==> config.mk <==
export PLATFORM = sky130hd
export DESIGN_NAME = xera4_video_scanout
export DESIGN_NICKNAME = d
export VERILOG_FILES = /design/src/rtl/xera4_video_scanout.sv
export SDC_FILE = /design/constraint.sdc
export NUM_CORES = 1
export LEC_CHECK = 0
export CORE_MARGIN = 3
export CORE_UTILIZATION = 35
export CTS_CLUSTER_SIZE = 28
export DETAILED_ROUTE_END_ITERATION = 16
export DONT_BUFFER_PORTS = 1
export HOLD_SLACK_MARGIN = 0.12
export RECOVER_POWER = 100
export SYNTH_ARGS = -nofsm -noshare
export SYNTH_HDL_FRONTEND = slang
export SYNTH_SLANG_ARGS = --single-unit
==> constraint.sdc <==
create_clock -name clk -period 5.5 [get_ports clk]
set_clock_uncertainty 0.05 [all_clocks]
set_input_delay 0.55 -clock clk [delete_from_list [all_inputs] [get_ports clk]]
set_output_delay 0.55 -clock clk [all_outputs]
set_load 0.02 [all_outputs]
==> src/rtl/xera4_video_scanout.sv <==
// XERA4 display refresh: 640x480 VGA timing, 4x4-replicated fetch of a 160x120
// RGB332 framebuffer from the read port of video RAM, with a fixed 3-clock pipeline.
module xera4_video_scanout #(
  parameter int   H_ACTIVE   = 640,
  parameter int   H_FP       = 16,
  parameter int   H_SYNC     = 96,
  parameter int   H_BP       = 48,
  parameter int   V_ACTIVE   = 480,
  parameter int   V_FP       = 10,
  parameter int   V_SYNC     = 2,
  parameter int   V_BP       = 33,
  parameter int   SCALE_LOG2 = 2,
  parameter int   ROW_BYTES  = H_ACTIVE >> SCALE_LOG2,
  parameter logic SYNC_POL   = 1'b0
) (
  input  logic        clk,
  input  logic        rst,
  output logic [14:0] Video_Add,
  input  logic [7:0]  Video_In,
  input  logic [14:0] base_add,
  input  logic        enable,
  output logic        hsync,
  output logic        vsync,
  output logic        de,
  output logic [2:0]  red,
  output logic [2:0]  green,
  output logic [1:0]  blue,
  output logic        vblank,
  output logic        frame_start
);

  localparam int H_TOTAL = H_ACTIVE + H_FP + H_SYNC + H_BP;
  localparam int V_TOTAL = V_ACTIVE + V_FP + V_SYNC + V_BP;
  localparam int HW      = $clog2(H_TOTAL);
  localparam int VW      = $clog2(V_TOTAL);

  localparam logic [HW-1:0] H_LAST   = HW'(H_TOTAL - 1);
  localparam logic [HW-1:0] H_ACT    = HW'(H_ACTIVE);
  localparam logic [HW-1:0] HS_START = HW'(H_ACTIVE + H_FP);
  localparam logic [HW-1:0] HS_END   = HW'(H_ACTIVE + H_FP + H_SYNC);
  localparam logic [VW-1:0] V_LAST   = VW'(V_TOTAL - 1);
  localparam logic [VW-1:0] V_ACT    = VW'(V_ACTIVE);
  localparam logic [VW-1:0] VS_START = VW'(V_ACTIVE + V_FP);
  localparam logic [VW-1:0] VS_END   = VW'(V_ACTIVE + V_FP + V_SYNC);
  localparam logic [14:0]   ROW_STEP = 15'(ROW_BYTES);

  logic [HW-1:0] h_r, h_nxt_s;
  logic [VW-1:0] v_r, v_nxt_s;
  logic          h_end_s, v_end_s, row_end_s;
  logic          active_s, hs_raw_s, vs_raw_s;
  logic [14:0]   line_base_r, fetch_add_s;
  logic [1:0]    act_d_r, hs_d_r, vs_d_r;

  // Next raster position; v steps only when h wraps.
  always_comb begin
    h_end_s   = (h_r == H_LAST);
    v_end_s   = (v_r == V_LAST);
    h_nxt_s   = h_r + HW'(1);
    v_nxt_s   = v_r;
    if (h_end_s) begin
      h_nxt_s = {HW{1'b0}};
      if (v_end_s) begin
        v_nxt_s = {VW{1'b0}};
      end else begin
        v_nxt_s = v_r + VW'(1);
      end
    end else begin
      v_nxt_s = v_r;
    end
  end

  // Active-region, sync windows and fetch address for the current position.
  always_comb begin
    active_s    = (h_r < H_ACT) && (v_r < V_ACT);
    row_end_s   = h_end_s && (v_r < V_ACT) && (v_r[1:0] == 2'b11);
    fetch_add_s = line_base_r + 15'(h_r >> SCALE_LOG2);
    if ((h_r >= HS_START) && (h_r < HS_END)) begin
      hs_raw_s = SYNC_POL;
    end else begin
      hs_raw_s = ~SYNC_POL;
    end
    if ((v_r >= VS_START) && (v_r < VS_END)) begin
      vs_raw_s = SYNC_POL;
    end else begin
      vs_raw_s = ~SYNC_POL;
    end
  end

  // Raster counters.
  always_ff @(posedge clk or posedge rst) begin
    if (rst) begin
      h_r <= {HW{1'b0}};
      v_r <= {VW{1'b0}};
    end else begin
      h_r <= h_nxt_s;
      v_r <= v_nxt_s;
    end
  end

  // Row start address: base_add is taken directly at the frame wrap (this is the
  // frame's latched base), then advances one framebuffer row every fourth line.
  always_ff @(posedge clk or posedge rst) begin
    if (rst) begin
      line_base_r <= 15'h0000;
    end else if (h_end_s && v_end_s) begin
      line_base_r <= base_add;
    end else if (row_end_s) begin
      line_base_r <= line_base_r + ROW_STEP;
    end else begin
      line_base_r <= line_base_r;
    end
  end

  // RAM read address; holds through blanking.
  always_ff @(posedge clk or posedge rst) begin
    if (rst) begin
      Video_Add <= 15'h0000;
    end else if (active_s) begin
      Video_Add <= fetch_add_s;
    end else begin
      Video_Add <= Video_Add;
    end
  end

  // Two-stage delay plus output register keeps de/syncs aligned with colour.
  always_ff @(posedge clk or posedge rst) begin
    if (rst) begin
      act_d_r <= 2'b00;
      hs_d_r  <= {2{~SYNC_POL}};
      vs_d_r  <= {2{~SYNC_POL}};
      de      <= 1'b0;
      hsync   <= ~SYNC_POL;
      vsync   <= ~SYNC_POL;
    end else begin
      act_d_r <= {act_d_r[0], active_s};
      hs_d_r  <= {hs_d_r[0], hs_raw_s};
      vs_d_r  <= {vs_d_r[0], vs_raw_s};
      de      <= act_d_r[1];
      hsync   <= hs_d_r[1];
      vsync   <= vs_d_r[1];
    end
  end

  // Colour register; enable gates immediately with no line alignment.
  always_ff @(posedge clk or posedge rst) begin
    if (rst) begin
      {red, green, blue} <= 8'h00;
    end else if (act_d_r[1] && enable) begin
      {red, green, blue} <= Video_In;
    end else begin
      {red, green, blue} <= 8'h00;
    end
  end

  // Frame pacing flags track the counters, not the pixel pipeline.
  always_ff @(posedge clk or posedge rst) begin
    if (rst) begin
      vblank      <= 1'b0;
      frame_start <= 1'b0;
    end else begin
      vblank      <= (v_nxt_s >= V_ACT);
      frame_start <= (h_nxt_s == {HW{1'b0}}) && (v_nxt_s == V_ACT);
    end
  end

endmodule
==> impl_metrics.json, run 1 <==
{
  "globalRouteTotalUtil": 0.140,
  "ys_ff_latch": 69,
  "clockRootBuffer": "clkbuf_8",
  "yosys.area.top_type": "dfrtp_1",
  "p_leak_nw": 1.50,
  "final_util": 0.399,
  "clkSinkCount": 69,
  "synth_cells": 348,
  "power.density_nw_per_um2": 249,
  "start_kind": "flip-flop",
  "die_area_um2": 11200,
  "clockBufferDepth": 2,
  "vias": 2476,
  "core_area_um2": 9460,
  "area_growth_syn_to_layout_pct": 7.94,
  "drc_errors": 0,
  "finalHoldViolCount": 0,
  "grt_setup_unrepaired": "no",
  "place.gp.congestion": 0.834,
  "met1_length_mm": 3.49,
  "internal-power_w": 0.000724,
  "synth_warnings": 0,
  "crit_type": "reg2reg",
  "drtPass1Iterations": 4,
  "period_needed_ns": 3.57,
  "synth_flop_cell": "dfrtp_1",
  "reg2regPathDepth": 7,
  "wl_met3_um": 408,
  "syn_nets": 388,
  "period_share": 0.649,
  "p_comb_frac": 0.013,
  "post_cts_buffers": 0,
  "fin_nets": 385,
  "htree_num_levels": 3,
  "p_sw_frac": 0.231,
  "wl_per_cell_um": 15.4,
  "violations": "capacitance limit, slew limit",
  "antenna_found_initial": 1,
  "cts_hold_buf": 0,
  "drtIter0Drc": 96,
  "path_max_fanout": 27,
  "maxUsedRoutingLayer": "met5",
  "synth_edf_count": 0,
  "cts_made_buffers": 9,
  "required_ns": 5.74,
  "diodes": 0,
  "cts_tree": "done",
  "synthArstFlopShare": 1.00,
  "ant_nets": 0,
  "sequentialPowerShare": 0.547,
  "crit_chain": "ha_1 > nand3_1 > or3_1 > nor2_1 > nand3b_1 > o21ai_0 > and4bb_1",
  "die_y_um": 106,
  "status": "complete, but fails checks",
  "peakVddDrop_mv": 0.103,
  "grt_pass1_vias": 2423,
  "min_path_type": "in2reg",
  "critPathMaxStageDelay_ns": 1.32,
  "worst_pin_slew_ns": 1.63,
  "vias_per_cell": 5.17,
  "synth_area_um2": 3500,
  "synth.top_cells.by_area": "dfrtp_1 (45%), xnor2_1 (5.5%), ha_1 (4.6%)",
  "wl_mm": 7.39,
  "met2_length_mm": 3.37,
  "yosysSeqAreaShare": 0.496,
  "fmax_mhz": 280,
  "portBuffers": 0,
  "num_rows": 35,
  "post_cts_resize_count": 0,
  "synth_top_area_frac": 0.450,
  "grt_max_degree": 70,
  "drive_gt1_frac": 0.0857,
  "syn_avg_cell_area_um2": 10.1,
  "slew_headroom": -0.0877,
  "cap_violations": 1,
  "yosysMostFrequentCell": "dfrtp_1",
  "pwr-share-clk": 0.440,
  "power.switching_w": 0.000218,
  "tns_ns": 0,
  "cp_slowest_cell": "nor2_1",
  "cp-end-kind": "flip-flop",
  "clk_pin_slew_ns": 0.08,
  "io_pins": 54,
  "insertion_delay_ns": 0.34,
  "synth_common_cells": "dfrtp_1 (63), nand2_1 (42), o21ai_0 (30), xnor2_1 (22), nor2_1 (15)",
  "synth.distinct_cells": 49,
  "cp.arrival_ns": 3.81,
  "dieWidth_um": 106,
  "report.final.slew_viol_count": 28,
  "grt_pass1_wl_mm": 12.5,
  "hold_depth": 2,
  "setup_viol_count_final": 0,
  "dp_hpwl_mm": 5.34,
  "initial_core_util": 0.370,
  "grt_overflow_total": 0
}
[state kept, by name (all words and copies together) (netlist names)]
name         flops
vs_d_r           2
hsync            1
green            3
blue             2
de               1
Video_Add       15
line_base_r     15
h_r             10
vsync            1
hs_d_r           2
v_r             10
frame_start      1
act_d_r          2
red              3
vblank           1
[cell type report]
class / count / area (um2)
Clock buffer: 9 / 124
Clock inverter: 7 / 75.1
Fill cell: 955 / 5680
Inverter: 14 / 52.6
Multi-Input combinational cell: 249 / 1620
Sequential cell: 69 / 1730
Tap cell: 129 / 161
Timing Repair Buffer: 2 / 11.3
[power by group through the flow]
stage | logic [W] | registers (W) | clock network, W
floorplan | 0.00000945 | 0.000525 | 0
global placement | 0.0000130 | 0.000525 | 0
detailed placement | 0.0000134 | 0.000525 | 0
CTS | 0.0000134 | 0.000515 | 0.000427
global route | 0.0000149 | 0.000515 | 0.000449
finish | 0.0000123 | 0.000515 | 0.000414
[placed cells by master (no fill, tap or decap), types with 2 or more instances in the layout]
cell / synthesis / final
dfrtp_1: 63 / 63
o21ai_0: 30 / 34
nor3_1: 10 / 10
o2111ai_1: 3 / 3
inv_1: 14 / 14
xnor2_1: 22 / 22
nor4_2: 3 / 3
nand3_1: 11 / 11
nand2b_1: 4 / 4
o211ai_1: 2 / 2
o31ai_1: 3 / 3
o21a_1: 3 / 3
clkinv_4: 0 / 3
and4_1: 2 / 2
xor2_1: 13 / 13
a211oi_1: 2 / 2
o22ai_1: 2 / 2
nor4_1: 6 / 6
nand2_1: 42 / 42
a21oi_1: 9 / 9
dfstp_1: 0 / 2
nand4_1: 5 / 5
mux2_2: 5 / 5
nor4b_1: 2 / 2
or3_1: 3 / 3
ha_1: 13 / 13
and3_1: 13 / 13
nor2b_1: 3 / 3
nor2_1: 15 / 16
dfstp_2: 6 / 4
nor3b_1: 3 / 3
clkbuf_8: 0 / 9
clkinv_2: 0 / 2
[metal layers]
layer | track usage | vias to the layer above
li1 | - | 1210
met1 | 0.185 | 1193
met2 | 0.215 | 59
met3 | 0.0443 | 12
met4 | 0.0500 | 2
met5 | 0 | -
[critical path: cells and delay by family (launching register included)]
family	cells	cell delay (ns)
flops	1	0.43
fa+ha+maj	1	0.25
compound gates	1	0.11
simple gates	5	2.68
[worst paths after layout]
| path | slack, ns | end | start |
|---|---|---|---|
| worst max-delay path | 1.93 | frame_start | h_r[0] |
| worst min-delay path | 0.27 | line_base_r[9] | base_add[9] |
| worst max register to register | 1.93 | frame_start | h_r[0] |
| worst min register to register | 0.30 | act_d_r[1] | act_d_r[0] |
| max in group asynchronous | 4.51 | line_base_r[8] | rst |
| min in group asynchronous | 0.30 | blue[1] | rst |
[cells by family after synthesis]
group                      Yosys count  share of synthesized area
DFF                                 69                      0.496
AOI/OAI and AO/OA                   66                      0.114
and+or+nand+nor                    128                      0.195
xor gates and xnor gates            35                     0.0876
adders and majority gates           14                     0.0522
muxes                                6                     0.0189
buffers and inverters               30                     0.0368
[metrics by stage]
stage / power, W / worst slack, ns / instances / instance area [um2] / hold WS (ns)
after global placement: 0.000538 / 2.82 / 463 / 3600 / 0.284
after detailed placement: 0.000538 / 2.71 / 463 / 3600 / 0.287
final: 0.000942 / 1.93 / 479 / 3780 / 0.272
after global routing: 0.000980 / 1.54 / 479 / 3780 / 0.262
after CTS: 0.000956 / 2.70 / 479 / 3800 / 0.262
after floorplan: 0.000534 / 3.17 / 348 / 3500 / 0.281
(Power assumes the default switching activity.)
==> inputs of run 2 (changes only) <==
Clock period 5.5 ns to 3.5 ns, I/O delays scaled along.
==> impl_metrics.json, run 2 (same netlist as run 1, synthesis figures left out) <==
{
  "cap_violations": 1,
  "reg_top3": "Video_Add: 15 flops, line_base_r: 15 flops",
  "diodes": 0,
  "insertion_delay_ns": 0.36,
  "final_area_um2": 4050,
  "fin_nets": 412,
  "portBuffers": 0,
  "die_y_um": 106,
  "worst_pin_slew_ns": 1.76,
  "grt_overflow_total": 0,
  "fin_hold_ws_ns": 0.303,
  "dieWidth_um": 106,
  "place.gp.congestion": 0.792,
  "clockRootBuffer": "clkbuf_8",
  "post_cts_resize_count": 0,
  "antenna_found_initial": 0,
  "tns_ns": 0,
  "core_area_um2": 9460,
  "htree_num_levels": 3,
  "period_needed_ns": 2.73,
  "internal-power_w": 0.00116,
  "required_ns": 3.70,
  "vias": 2573,
  "pwr-share-clk": 0.444,
  "crit_type": "reg2reg",
  "grt_setup_unrepaired": "no",
  "peakVddDrop_mv": 0.187,
  "area_growth_syn_to_layout_pct": 15.7,
  "total_power_w": 0.00153,
  "wl_per_cell_um": 14.8,
  "drtPass1Iterations": 4,
  "grt_pass1_wl_mm": 12.7,
  "clkSinkCount": 69,
  "vias_per_cell": 5.08,
  "p_leak_nw": 1.60,
  "cts_tree": "done",
  "status": "complete, but fails checks",
  "io_pins": 54,
  "ant_nets": 0,
  "initial_core_util": 0.370,
  "finalHoldViolCount": 0,
  "die_area_um2": 11200,
  "num_rows": 35,
  "start_kind": "flip-flop",
  "period_share": 0.781,
  "wl_mm": 7.48,
  "power.density_nw_per_um2": 379,
  "drive_gt1_frac": 0.0849,
  "p_sw_frac": 0.243,
  "fmax_mhz": 366,
  "drc_errors": 0,
  "clockBufferDepth": 2,
  "final_util": 0.428,
  "power.switching_w": 0.000373,
  "violations": "capacitance limit, slew limit",
  "grt_max_degree": 48,
  "placed_cell_area_um2": 3610,
  "path_max_fanout": 26,
  "slew_headroom": -0.177,
  "globalRouteTotalUtil": 0.142,
  "final_common_cell": "dfrtp_1",
  "setup_viol_count_final": 0,
  "report.final.slew_viol_count": 48,
  "clk_pin_slew_ns": 0.08,
  "p_comb_frac": 0.028,
  "cp-end-kind": "flip-flop",
  "cts_made_buffers": 9,
  "final_cell_mix": "dfrtp_1 (63), nand2_1 (42), o21ai_0 (34)",
  "drtIter0Drc": 144,
  "grt_pass1_vias": 2516,
  "sequentialPowerShare": 0.528,
  "dp_hpwl_mm": 5.31,
  "cp.arrival_ns": 2.93,
  "min_path_type": "reg2reg"
}
[run 2: cell types whose count changed in the layout (fill, tap and decap cells not counted), sizes merged]
cell	previous run	this run
buf	1	0
clkbuf	10	13
clkinv	5	1
clkinvlp	0	2
dlygate4sd3	0	25
inv	15	17
[run 2: through the flow]
step,worst slack (ns),cells
2_1_floorplan,1.35,348
3_3_place_gp,0.979,465
3_5_place_dp,0.877,465
4_1_cts,0.854,506
5_1_grt,0.510,506
6_report,0.765,506
[run 2: repair_timing]
action / 4_1_cts / 5_1_grt
hold buffers: 25 / 0
hold endpoints to repair: 62 / 0
setup buffers: 0 / 0
[run 2: worst max-delay path, cell delays in order (launching register included)]
cell and delay, ns:
dfrtp_1 0.43, ha_1 0.25, nand3_1 0.23, or3_1 0.65, nor2_4 0.19, clkbuf_2 0.43, mux2_2 0.39
[run 2: area by class of cell]
cell class / count / area, um2
fill: 930 / 5410
sequential: 69 / 1730
multi-input combinational: 249 / 1630
timing repair buffer: 29 / 267
tap: 129 / 161
clock buffer: 9 / 124
clock inverter: 7 / 80.1
inverter: 14 / 52.6
[run 2: metal layers]
metal | routed length [um] | global-route usage | share of wire
met5 | 0 | 0 | 0
met4 | 159 | 0.0592 | 0.021
met3 | 424 | 0.0419 | 0.057
met2 | 3400 | 0.214 | 0.45
met1 | 3490 | 0.190 | 0.47
[run 2: path summary, 6_finish.rpt]
path / from / endpoint / slack, ns / depth (start not counted)
max: h_r[0] / line_base_r[0] / 0.77 / 6
min: act_d_r[0] / act_d_r[1] / 0.30 / 0
max reg2reg: h_r[0] / line_base_r[0] / 0.77 / 6
min reg2reg: act_d_r[0] / act_d_r[1] / 0.30 / 0
max in group asynchronous: rst / h_r[9] / 1.16 / 3
min in group asynchronous: rst / blue[0] / 0.94 / 2
[run 2: power groups by stage]
stage               clock, W  combinational [W]  sequential (W)
global route        0.000735          0.0000489        0.000810
CTS                 0.000701          0.0000456        0.000809
floorplan                  0          0.0000148        0.000825
detailed placement         0          0.0000221        0.000825
finish              0.000681          0.0000427        0.000809
global placement           0          0.0000214        0.000825
